File: src/rtl/downsizing_if.sv
// downsizing_if: wide-in / narrow-out AXI-Stream bundle.
// master = upstream+downstream driver side, slave = converter side.
interface downsizing_if #(
  parameter int NB = 40
);
  logic [2*NB-1:0] in_tdata;
  logic            in_tvalid;
  logic            in_tready;
  logic [NB-1:0]   out_tdata;
  logic            out_tvalid;
  logic            out_tready;

  modport master (
    output in_tdata, in_tvalid, out_tready,
    input  in_tready, out_tdata, out_tvalid
  );

  modport slave (
    input  in_tdata, in_tvalid, out_tready,
    output in_tready, out_tdata, out_tvalid
  );
endinterface

File: src/rtl/downsizing.sv
// downsizing: 2:1 AXI-Stream width halver, upper half first.
// Ports: aclk, aresetn (async low), bus (slave). Option: DOWNSIZING_SKID_EN.
module downsizing #(
  parameter int n  = 5,
  parameter int nb = n*8
) (
  input  logic         aclk,
  input  logic         aresetn,
  downsizing_if.slave  bus
);

  typedef enum logic [1:0] {
    IDLE = 2'd0,
    HI   = 2'd1,
    LO   = 2'd2
  } state_t;

  state_t          r_state;
  state_t          w_state_nx;
  logic [2*nb-1:0] r_data;
  logic [2*nb-1:0] w_data_nx;
  logic [nb-1:0]   w_out_data;
  logic            w_in_rdy;
  logic            w_in_xfer;
  logic            w_out_xfer;

`ifdef DOWNSIZING_SKID_EN
  logic [2*nb-1:0] r_skid;
  logic [2*nb-1:0] w_skid_nx;
  logic            r_full;
  logic            w_full_nx;
  logic            r_rdy;

  assign w_in_rdy = r_rdy;
`else
  // r_en keeps in_tready low until the first edge after reset release
  logic            r_en;

  assign w_in_rdy = aresetn & r_en &
                    ((r_state == IDLE) |
                     ((r_state == LO) & bus.out_tready));
`endif

  assign w_in_xfer  = bus.in_tvalid & w_in_rdy;
  assign w_out_xfer = (r_state != IDLE) & bus.out_tready;

  always_comb begin
    w_state_nx = r_state;
    w_data_nx  = r_data;
`ifdef DOWNSIZING_SKID_EN
    w_skid_nx  = r_skid;
    w_full_nx  = r_full;
`endif
    unique case (r_state)
      IDLE: begin
        if (w_in_xfer) begin
          w_state_nx = HI;
          w_data_nx  = bus.in_tdata;
        end
      end
      HI: begin
        if (w_out_xfer) w_state_nx = LO;
      end
      LO: begin
        if (w_out_xfer) begin
`ifdef DOWNSIZING_SKID_EN
          if (r_full) begin
            w_state_nx = HI;
            w_data_nx  = r_skid;
            w_full_nx  = 1'b0;
          end else if (w_in_xfer) begin
            w_state_nx = HI;
            w_data_nx  = bus.in_tdata;
          end else begin
            w_state_nx = IDLE;
          end
`else
          if (w_in_xfer) begin
            w_state_nx = HI;
            w_data_nx  = bus.in_tdata;
          end else begin
            w_state_nx = IDLE;
          end
`endif
        end
      end
      default: w_state_nx = IDLE;
    endcase
`ifdef DOWNSIZING_SKID_EN
    // in_tready implies skid empty, so an accepted word in HI, or in LO
    // without the final beat leaving, must park in the skid register
    if (w_in_xfer &&
        ((r_state == HI) ||
         ((r_state == LO) && !w_out_xfer))) begin
      w_skid_nx = bus.in_tdata;
      w_full_nx = 1'b1;
    end
`endif
  end

  always_comb begin
    w_out_data = '0;
    unique case (r_state)
      HI:      w_out_data = r_data[2*nb-1:nb];
      LO:      w_out_data = r_data[nb-1:0];
      default: w_out_data = '0;
    endcase
  end

  always_ff @(posedge aclk or negedge aresetn) begin
    if (!aresetn) begin
      r_state <= IDLE;
      r_data  <= '0;
    end else begin
      r_state <= w_state_nx;
      r_data  <= w_data_nx;
    end
  end

`ifdef DOWNSIZING_SKID_EN
  always_ff @(posedge aclk or negedge aresetn) begin
    if (!aresetn) begin
      r_skid <= '0;
      r_full <= 1'b0;
      r_rdy  <= 1'b0;
    end else begin
      r_skid <= w_skid_nx;
      r_full <= w_full_nx;
      r_rdy  <= ~w_full_nx;
    end
  end
`else
  always_ff @(posedge aclk or negedge aresetn) begin
    if (!aresetn) r_en <= 1'b0;
    else          r_en <= 1'b1;
  end
`endif

  assign bus.in_tready  = w_in_rdy;
  assign bus.out_tvalid = (r_state != IDLE);
  assign bus.out_tdata  = w_out_data;

endmodule

File: src/flat_wrapper.sv
// flat-port wrapper written by rule: the top's interface ports become plain ports
module downsizing_flat 
#(
  parameter int n  = 5,
  parameter int nb = n*8
)
  (aclk, aresetn, bus_in_tdata, bus_in_tvalid, bus_out_tready, bus_in_tready, bus_out_tdata, bus_out_tvalid);
  downsizing_if bus_i ();
  input  logic aclk;
  input  logic aresetn;
  input wire logic [$bits(bus_i.in_tdata)-1:0] bus_in_tdata;
  input wire logic [$bits(bus_i.in_tvalid)-1:0] bus_in_tvalid;
  input wire logic [$bits(bus_i.out_tready)-1:0] bus_out_tready;
  output wire logic [$bits(bus_i.in_tready)-1:0] bus_in_tready;
  output wire logic [$bits(bus_i.out_tdata)-1:0] bus_out_tdata;
  output wire logic [$bits(bus_i.out_tvalid)-1:0] bus_out_tvalid;
  assign bus_i.in_tdata = bus_in_tdata;
  assign bus_i.in_tvalid = bus_in_tvalid;
  assign bus_i.out_tready = bus_out_tready;
  assign bus_in_tready = bus_i.in_tready;
  assign bus_out_tdata = bus_i.out_tdata;
  assign bus_out_tvalid = bus_i.out_tvalid;
  downsizing #(.n(n), .nb(nb)) u_core (.aclk(aclk), .aresetn(aresetn), .bus(bus_i));
endmodule
File: config.mk
export PLATFORM = sky130hd
export DESIGN_NAME = downsizing_flat
export DESIGN_NICKNAME = d
export VERILOG_FILES = /design/src/rtl/downsizing_if.sv /design/src/rtl/downsizing.sv /design/src/flat_wrapper.sv
export SDC_FILE = /design/constraint.sdc
export NUM_CORES = 1
export LEC_CHECK = 0
export CORE_UTILIZATION = 46
export DETAILED_ROUTE_END_ITERATION = 12
export PLACE_DENSITY = 0.9
export SYNTH_ARGS = -nofsm -noshare
export SYNTH_HDL_FRONTEND = slang
export SYNTH_SLANG_ARGS = --single-unit
File: constraint.sdc
create_clock -name aclk -period 2.4 [get_ports aclk]
set_input_delay 0.24 -clock aclk [delete_from_list [all_inputs] [get_ports aclk]]
set_output_delay 0.24 -clock aclk [all_outputs]
set_load 0.005 [all_outputs]
Yosys cells after proc, flatten, opt, wreduce, memory -nomap -nowiden
Index checks and enable logic that the tools add are counted.
{"block": "word_totals", "reg_bits": 83, "out_inout_bits": 42, "word_cells": 28}
{"block": "op_classes", "n_eq_ne": 5, "n_mux": 9, "bitwise": 6, "reduce_logical": 5}
{"cell": "$mux W80", "count": 2}
{"cell": "$pmux W80 S2", "count": 1}
{"cell": "$pmux W40 S2", "count": 1}
{"cell": "$mux W2", "count": 3}
{"cell": "$ne A2 B1 Y1 const B", "count": 3}
{"cell": "$pmux W2 S3", "count": 1}
{"cell": "$and A1 B1 Y1", "count": 5}
{"cell": "$reduce_bool A2 Y1", "count": 2}
{"cell": "$reduce_and A3 Y1", "count": 1}
{"cell": "$eq A2 B1 Y1 const B", "count": 1}
{"cell": "$eq A2 B2 Y1 const B", "count": 1}
{"cell": "$logic_not A2 Y1", "count": 1}
{"cell": "$reduce_and A2 Y1", "count": 1}
{"cell": "$mux W1", "count": 1}
{"cell": "$or A1 B1 Y1", "count": 1}

Depth between registers and ports, before layout
Gate-level depths: netlist of run 1.
{"block": "depth", "word_depth": 8, "mapped_depth": 8, "mapped_depth_nobuf": 6}

Least setup slack after synthesis of run 1
No wires, ideal clock.
{"block": "synth_path", "path_kind": "reg-to-reg", "startpoint": "reg u_core.r_state[0]", "endpoint": "reg u_core.r_data[0]", "setup_time_ns": 0.125, "t_arrival_ns": 1.854, "required_ns": 2.275, "setup_slack_ns": 0.421, "stages_incl_launch_ff": 8, "path_buffers": 1, "period_less_slack_ns": 1.979, "cell_sequence": "dfrtp_1 > inv_1 > ha_1 > inv_1 > mux2_2 > nor2_8 > buf_6 > mux2_2"}
{"block": "synth_via", "elab_cells_between_ends": 14, "cone_classes": "eq/ne: 2; mux: 3; bitwise: 5; reduce/logical: 4"}
{"element": "from (decl)", "line_no": "downsizing.sv:18", "source": "state_t r_state;"}
{"element": "from (signal assigned)", "line_no": "downsizing.sv:115", "source": "r_state <= w_state_nx;"}
{"element": "$reduce_bool A2 Y1"}
{"element": "named net bus_out_tvalid", "line_no": "flat_wrapper.sv:16", "source": "output wire logic [$bits(bus_i.out_tvalid)-1:0] bus_out_tvalid;"}
{"element": "$and A1 B1 Y1", "line_no": "downsizing.sv:45", "source": "assign w_out_xfer = (r_state != IDLE) & bus.out_tready;"}
{"element": "$ne A2 B1 Y1 (no source line)"}
{"element": "$reduce_and A2 Y1 (no source line)"}
{"element": "to (signal assigned)", "line_no": "downsizing.sv:116", "source": "r_data <= w_data_nx;"}
{"element": "to (decl)", "line_no": "downsizing.sv:20", "source": "logic [2*nb-1:0] r_data;"}
The timed path passes the listed nets, and every way through them passes these cells. The select of a mux whose other input is x is not followed.
A chain may end at the register's enable or synchronous reset.

Final worst setup path of run 1
{"block": "layout_path", "startpoint": "reg u_core.r_state[1]", "endpoint": "out bus_out_tdata[14]"}
{"block": "layout_via", "elab_chain_len": 2, "elab_cells_between_ends": 3, "cone_classes": "eq/ne: 2; mux: 1"}
{"element": "$eq A2 B2 Y1 or $eq A2 B1 Y1 (tied branches)", "line_no": "downsizing.sv:103", "source": "unique case (r_state)"}
{"element": "$pmux W40 S2 *", "line_no": "downsizing.sv:103"}
{"element": "to (decl)", "line_no": "flat_wrapper.sv:15", "source": "output wire logic [$bits(bus_i.out_tdata)-1:0] bus_out_tdata;"}
Every way passes the cells marked *; elsewhere a longest branch is shown, timed or not.

==> results of run 1 <==
-- report_power, final --
group          switching (uW)  internal [uW]  leakage (uW)
Sequential                377           2090      0.000992
Combinational             854           1440       0.00108
Clock                     477            680      0.000119
-- how the worst max path moves through the flow --
stage	cells after the start	to	from	slack (ns)
CTS	6	bus_out_tdata[14]	u_core.r_state[0]	0.04
global placement	6	bus_out_tdata[1]	u_core.r_state[1]	0.23
floorplan	7	u_core.r_data[0]	u_core.r_state[0]	0.42
finish	5	bus_out_tdata[14]	u_core.r_state[1]	0.1
detailed placement	6	bus_out_tdata[1]	u_core.r_state[1]	0.18
global route	6	bus_out_tdata[37]	u_core.r_state[0]	0.005
-- flip-flops by register name, indices dropped and copies added (netlist names) --
signal / count
u_core.r_en: 1
u_core.r_state: 2
u_core.r_data: 80
-- area by class of cell --
class                      count  area, sq um  share of cell area, %
clock buffer                   9          124                   2.23
timing repair buffer         142         1450                   26.1
clock inverter                 6          105                   1.89
tap                          105          131                   2.36
sequential                    83         2080                   37.4
multi-input combinational    180         1660                   29.8
inverter                       3         13.8                  0.248
-- critical path, cell delays in order, from the launching register on --
cell             delay [ns]
dfrtp_1                0.43
inv_2                  0.11
ha_4                   0.33
buf_4                  0.16
nor2b_1                0.17
clkdlybuf4s50_1        0.52
-- routing by layer --
| metal | GRT usage [%] | vias up | share of wire, % |
|---|---|---|---|
| li1 | - | 1284 | - |
| met1 | 26.5 | 1370 | 43 |
| met2 | 35.5 | 85 | 51 |
| met3 | 4.23 | 7 | 5.6 |
| met4 | 5.77 | 0 | 0.76 |
| met5 | 0 | - | 0 |
-- through the flow --
stage / total power [uW] / setup slack (ns) / hold slack (ns) / cells / instance area (sq um)
floorplan: 3740 / 0.421 / -0.0556 / 288 / 3850
detailed placement: 4700 / 0.182 / 0.382 / 509 / 5240
CTS: 5920 / 0.0425 / 0.00788 / 525 / 5520
global route: 6290 / 0.00542 / 0.0352 / 528 / 5560
global placement: 4570 / 0.232 / 0.364 / 509 / 5240
finish: 5920 / 0.0991 / -0.00130 / 528 / 5560
-- layout by cell type (no fill, tap or decap), drive strengths merged --
| cell | instances |
|---|---|
| clkdlybuf4s50 | 124 |
| dfrtp | 83 |
| mux2 | 81 |
| a22oi | 41 |
| nor2b | 40 |
| buf | 18 |
| clkbuf | 9 |
| ha | 5 |
| nand2 | 3 |
| bufinv | 3 |
| clkinv | 3 |
| inv | 3 |
| a21oi | 2 |
| nor2 | 2 |
| nand3 | 1 |
| o2bb2ai | 1 |
| nand4 | 1 |
| o221ai | 1 |
| a31o | 1 |
| conb | 1 |
-- cells by family after synthesis --
logic type	after synthesis
flops	83
mux	81
simple gates	47
compound gates	46
buf+inv	25
fa+ha+maj	5
other cells	1
-- timing repair --
item,in CTS,in global routing
setup buffers,1,3
cloned,0,0
pin swaps,1,0
hold buffers,0,0
gates resized for setup,9,6
endpoints found under the setup margin,40,14
==> impl_metrics.env, run 1 <==
export IMPL_antenna_left=0
export IMPL_first_pass_iters=4
export IMPL_synthesis_instances=288
export IMPL_viasPerCell=5.20
export IMPL_drc=0
export IMPL_clk_pin_slew_worst_paths_ns=0.08
export IMPL_ff2ff_setup_slack_ns=0.24
export IMPL_drt_iter0_drc=88
export IMPL_cts_sinks=83
export IMPL_final_nets=508
export IMPL_tns_ns=0
export IMPL_grt_pass1_vias=2903
export IMPL_area_growth_pct=44.4
export IMPL_end_kind="primary output"
export IMPL_critPathKind="register to primary output"
export IMPL_die_x_um=93.5
export IMPL_fin_util_pct=68.0
export IMPL_clk_latency_ns=0.34
export IMPL_required_ns=2.16
export IMPL_netlist_area_sq_mm=0.00385
export IMPL_p_leak_uw=0.00219
export IMPL_muxShareOfSynthArea_pct=23.7
export IMPL_die_area_sq_mm=0.00874
export IMPL_via_count=2746
export IMPL_cts_htree_levels=3
export IMPL_setup_viol=0
export IMPL_drv_cap=0
export IMPL_clock_path_buffers=2
export IMPL_synth_top_family_by_area="multiplexers"
export IMPL_grt_max_degree=48
export IMPL_synth_compound_area_share_pct=8.93
export IMPL_arrival_ns=2.06
export IMPL_track_usage_pct=20.7
export IMPL_port_buffers=125
export IMPL_r2r_cells=7
export IMPL_pin_count=126
export IMPL_finalHoldViolations=1
export IMPL_ys_top_cells_by_count="83 x dfrtp_1, 73 x mux2_2, 41 x a22oi_1, 40 x nor2b_1, 13 x clkbuf_1"
export IMPL_hpwlAfterDp_um=6050
export IMPL_rsz0062_at_grt="false"
export IMPL_irDropWorstVdd_uv=628
export IMPL_r2r_end="u_core.r_data[59]"
export IMPL_cts_tree="built"
export IMPL_status="finished with violations"
export IMPL_synth_fa_ha_area_share_pct=1.62
export IMPL_overflow=0
export IMPL_coreArea_sq_mm=0.00818
export IMPL_hold_worst_slack_ns=-0.00130
export IMPL_routed_wl_um=8560
export IMPL_power_density_mw_per_mm2=1060
export IMPL_grt_pass1_wl_um=13900
export IMPL_fillers=600
export IMPL_routabilityCongestion=0.807
export IMPL_synth_xor_area_share_pct=0
export IMPL_synth_area_top_cells="dfrtp_1 54%, mux2_2 21%, a22oi_1 8.0%"
export IMPL_syn_num_nets=377
export IMPL_fin_skew_ns=0.00738
export IMPL_yosys_most_used_dff="dfrtp_1"
export IMPL_clockRootBuffer="clkbuf_8"
export IMPL_worst_path_max_fanout=7
export IMPL_synth_top_area_share_pct=53.9
export IMPL_finalCriticalPeriod_ns=2.30
export IMPL_start_util_pct=47.1
export IMPL_violations="hold timing"
export IMPL_yosys_area_share_simple_pct=7.70
export IMPL_synth_distinct_cells=20
export IMPL_yosysWarnings=0
export IMPL_antenna_cells=0
export IMPL_reg2reg_from="u_core.r_state[1]"
export IMPL_start_kind="register"
export IMPL_ys_ff_latch=83
export IMPL_antenna_found_initial=0
export IMPL_yosys_area_top_type="dfrtp_1"
export IMPL_drive_gt1_share_pct=27.2
export IMPL_maxSlewHeadroom_pct=65.3
export IMPL_die_h_um=93.5
export IMPL_drv_slew=0
export IMPL_max_freq_mhz=435
export IMPL_tightest_slew_ns=0.521
export IMPL_num_rows=33
export IMPL_avgSynthCellArea_sq_um=13.4
export IMPL_synth_edff_count=0
export IMPL_yosysSeqAreaShare_pct=53.9
export IMPL_period_share_pct=95.9
export IMPL_hp_class="primary input to async pin"
export IMPL_numCtsBuffers=9
export IMPL_ys_async_sr_fraction_pct=100
export IMPL_synth_most_common_cell="dfrtp_1"
export IMPL_post_drt_wl_per_cell_um=16.2
Note: power is estimated with default switching activity, not from simulation.
==> run 2: changes to the inputs <==
--- a/config.mk
+++ b/config.mk
@@ -5,9 +5,12 @@
 export SDC_FILE = /design/constraint.sdc
 export NUM_CORES = 1
 export LEC_CHECK = 0
+export CORE_MARGIN = 2
 export CORE_UTILIZATION = 46
 export DETAILED_ROUTE_END_ITERATION = 12
+export MAX_ROUTING_LAYER = met4
 export PLACE_DENSITY = 0.9
+export SLEW_MARGIN = 15
 export SYNTH_ARGS = -nofsm -noshare
 export SYNTH_HDL_FRONTEND = slang
 export SYNTH_SLANG_ARGS = --single-unit
==> run 2 against run 1 <==
- the flow now finishes without violations
- sequential share of layout area rose by 0.50 points
- routed wire length is 1.0% lower
- register-to-register slack better by 0.02 ns
- non-clock buffer count down 5
- global-route usage is 0.87 points lower
- combinational power barely moved
- flip-flop and latch count unchanged
- count of clock-buffer cells in the layout up 1
- sequential power about the same
- critical path depth unchanged
- critical path type unchanged
==> impl_metrics.env, run 2 (synthesis gave the netlist of run 1 again) <==
export IMPL_path_buf_inv=3
export IMPL_cts_sinks=83
export IMPL_die_x_um=95.5
export IMPL_wl_met2_um=4350
export IMPL_power_density_mw_per_mm2=1030
export IMPL_via_count=2741
export IMPL_start_util_pct=47.1
export IMPL_drt_iter0_drc=100
export IMPL_fillers=615
export IMPL_layout_cells_non_filler=523
export IMPL_register_area_sq_mm=0.00208
export IMPL_drc=0
export IMPL_drive_gt1_share_pct=25.6
export IMPL_first_pass_iters=5
export IMPL_arrival_ns=2.06
export IMPL_met1_length_um=3610
export IMPL_num_rows=33
export IMPL_routed_wl_um=8470
export IMPL_grt_max_degree=81
export IMPL_final_common_cell="clkdlybuf4s50_1"
export IMPL_die_area_sq_mm=0.00912
export IMPL_fin_util_pct=67.1
export IMPL_wl_met3_um=375
export IMPL_tightest_slew_ns=0.961
export IMPL_routed_top_layer="met4"
export IMPL_port_buffers=125
export IMPL_final_nets=503
export IMPL_irDropWorstVdd_uv=508
export IMPL_rsz0062_at_grt="true"
export IMPL_routabilityCongestion=0.805
export IMPL_grt_pass1_vias=2831
export IMPL_power_switching_share_pct=29.8
export IMPL_coreArea_sq_mm=0.00818
export IMPL_reg2reg_from="u_core.r_state[1]"
export IMPL_path_cells="inv_2 > ha_4 > buf_8 > nor2b_1 > clkdlybuf4s50_1"
export IMPL_hpwlAfterDp_um=5920
export IMPL_drv_slew=0
export IMPL_p_comb_share_pct=40.0
export IMPL_internal_power_uw=3970
export IMPL_mostFrequentLayoutCells="124 x clkdlybuf4s50_1, 83 x dfrtp_1, 73 x mux2_2, 41 x a22oi_1, 39 x nor2b_1"
export IMPL_overflow=0
export IMPL_antenna_cells=0
export IMPL_maxSlewHeadroom_pct=36.0
export IMPL_multi_input_area_sq_mm=0.00166
export IMPL_power_switching_uw=1680
export IMPL_worst_path_max_fanout=20
export IMPL_status="finished, final reports clean"
export IMPL_critPathKind="register to primary output"
export IMPL_setup_viol=0
export IMPL_cp_top_family="buffers and inverters"
export IMPL_critPathMaxStageDelay_ns=0.52
export IMPL_critPathSlowestCell="clkdlybuf4s50_1"
export IMPL_antenna_left=0
export IMPL_required_ns=2.16
export IMPL_post_drt_wl_per_cell_um=16.2
export IMPL_hp_class="primary input to async pin"
export IMPL_drv_cap=0
export IMPL_largest_register_ffs=80
export IMPL_track_usage_pct=19.8
export IMPL_reg_top3="u_core.r_data: 80 flops, u_core.r_state: 2 flops, u_core.r_en: 1 flops"
export IMPL_antenna_found_initial=0
export IMPL_p_seq_share_pct=43.4
export IMPL_setup_worst_path_start="u_core.r_state[1]"
export IMPL_finalCriticalPeriod_ns=2.30
export IMPL_pin_count=126
export IMPL_end_kind="primary output"
export IMPL_clock_path_buffers=2
export IMPL_finalHoldViolations=0
export IMPL_clockRootBuffer="clkbuf_8"
export IMPL_area_growth_pct=42.4
export IMPL_regMostFlops="u_core.r_data"
export IMPL_p_leak_uw=0.00214
export IMPL_cts_htree_levels=3
export IMPL_clk_pin_slew_worst_paths_ns=0.07
export IMPL_start_kind="register"
export IMPL_viasPerCell=5.24
export IMPL_grt_pass1_wl_um=13400
export IMPL_period_share_pct=95.9
export IMPL_clock_power_share_pct=16.6
export IMPL_fin_skew_ns=0.00826
export IMPL_placed_cells=505
export IMPL_numCtsBuffers=9
export IMPL_clk_latency_ns=0.33
export IMPL_max_freq_mhz=435
export IMPL_die_h_um=95.5
export IMPL_cts_tree="built"
## run 2: timing repair
action	in CTS	in global routing
endpoints found under the setup margin	40	40
hold buffers	1	0
gates cloned	0	0
setup buffers	2	0
resized for setup	8	14
hold endpoints to repair	3	0
## run 2: per-stage QoR
step / area, sq um / TNS (ns) / setup slack (ns) / hold WS, ns / total power [uW]
after detailed placement: 5180 / 0 / 0.225 / 0.0569 / 4600
after global routing: 5480 / -0.0164 / -0.0107 / 0.265 / 6060
after CTS: 5420 / -0.00139 / -0.00139 / 0.236 / 5610
after global placement: 5180 / 0 / 0.299 / 0.0540 / 4470
final: 5480 / 0 / 0.0992 / 0.254 / 5660
after floorplan: 3850 / 0 / 0.421 / -0.0556 / 3740
## run 2: area by class of cell
class,instances,share of cell area [%]
tap,105,2.40
clock inverter,5,1.00
sequential,83,37.9
timing repair buffer,137,25.9
clock buffer,10,2.33
inverter,3,0.205
multi-input combinational,180,30.3
## run 2: metal layers
metal	track usage, %	vias up
met4	6.79	0
li1	-	1281
met5	-	-
met2	33.0	77
met3	3.32	11
met1	24.6	1372
## run 2: worst paths after layout
path / to / slack [ns] / depth (start not counted)
worst max-delay path: bus_out_tdata[26] / 0.1 / 5
worst min register to register: u_core.r_data[69] / 0.49 / 1
worst max register to register: u_core.r_data[73] / 0.26 / 7
min in group aclk: u_core.r_data[69] / 0.49 / 1
worst min-delay path: u_core.r_state[0] / 0.25 / 2
max in group asynchronous: u_core.r_data[25] / 1.01 / 3
## run 2: power groups by stage
stage / clock network (uW) / registers [uW] / logic (uW)
after global placement: 0 / 2420 / 2040
after CTS: 963 / 2450 / 2200
final: 938 / 2460 / 2260
after detailed placement: 0 / 2480 / 2120
after global routing: 1040 / 2540 / 2480
after floorplan: 0 / 2360 / 1380
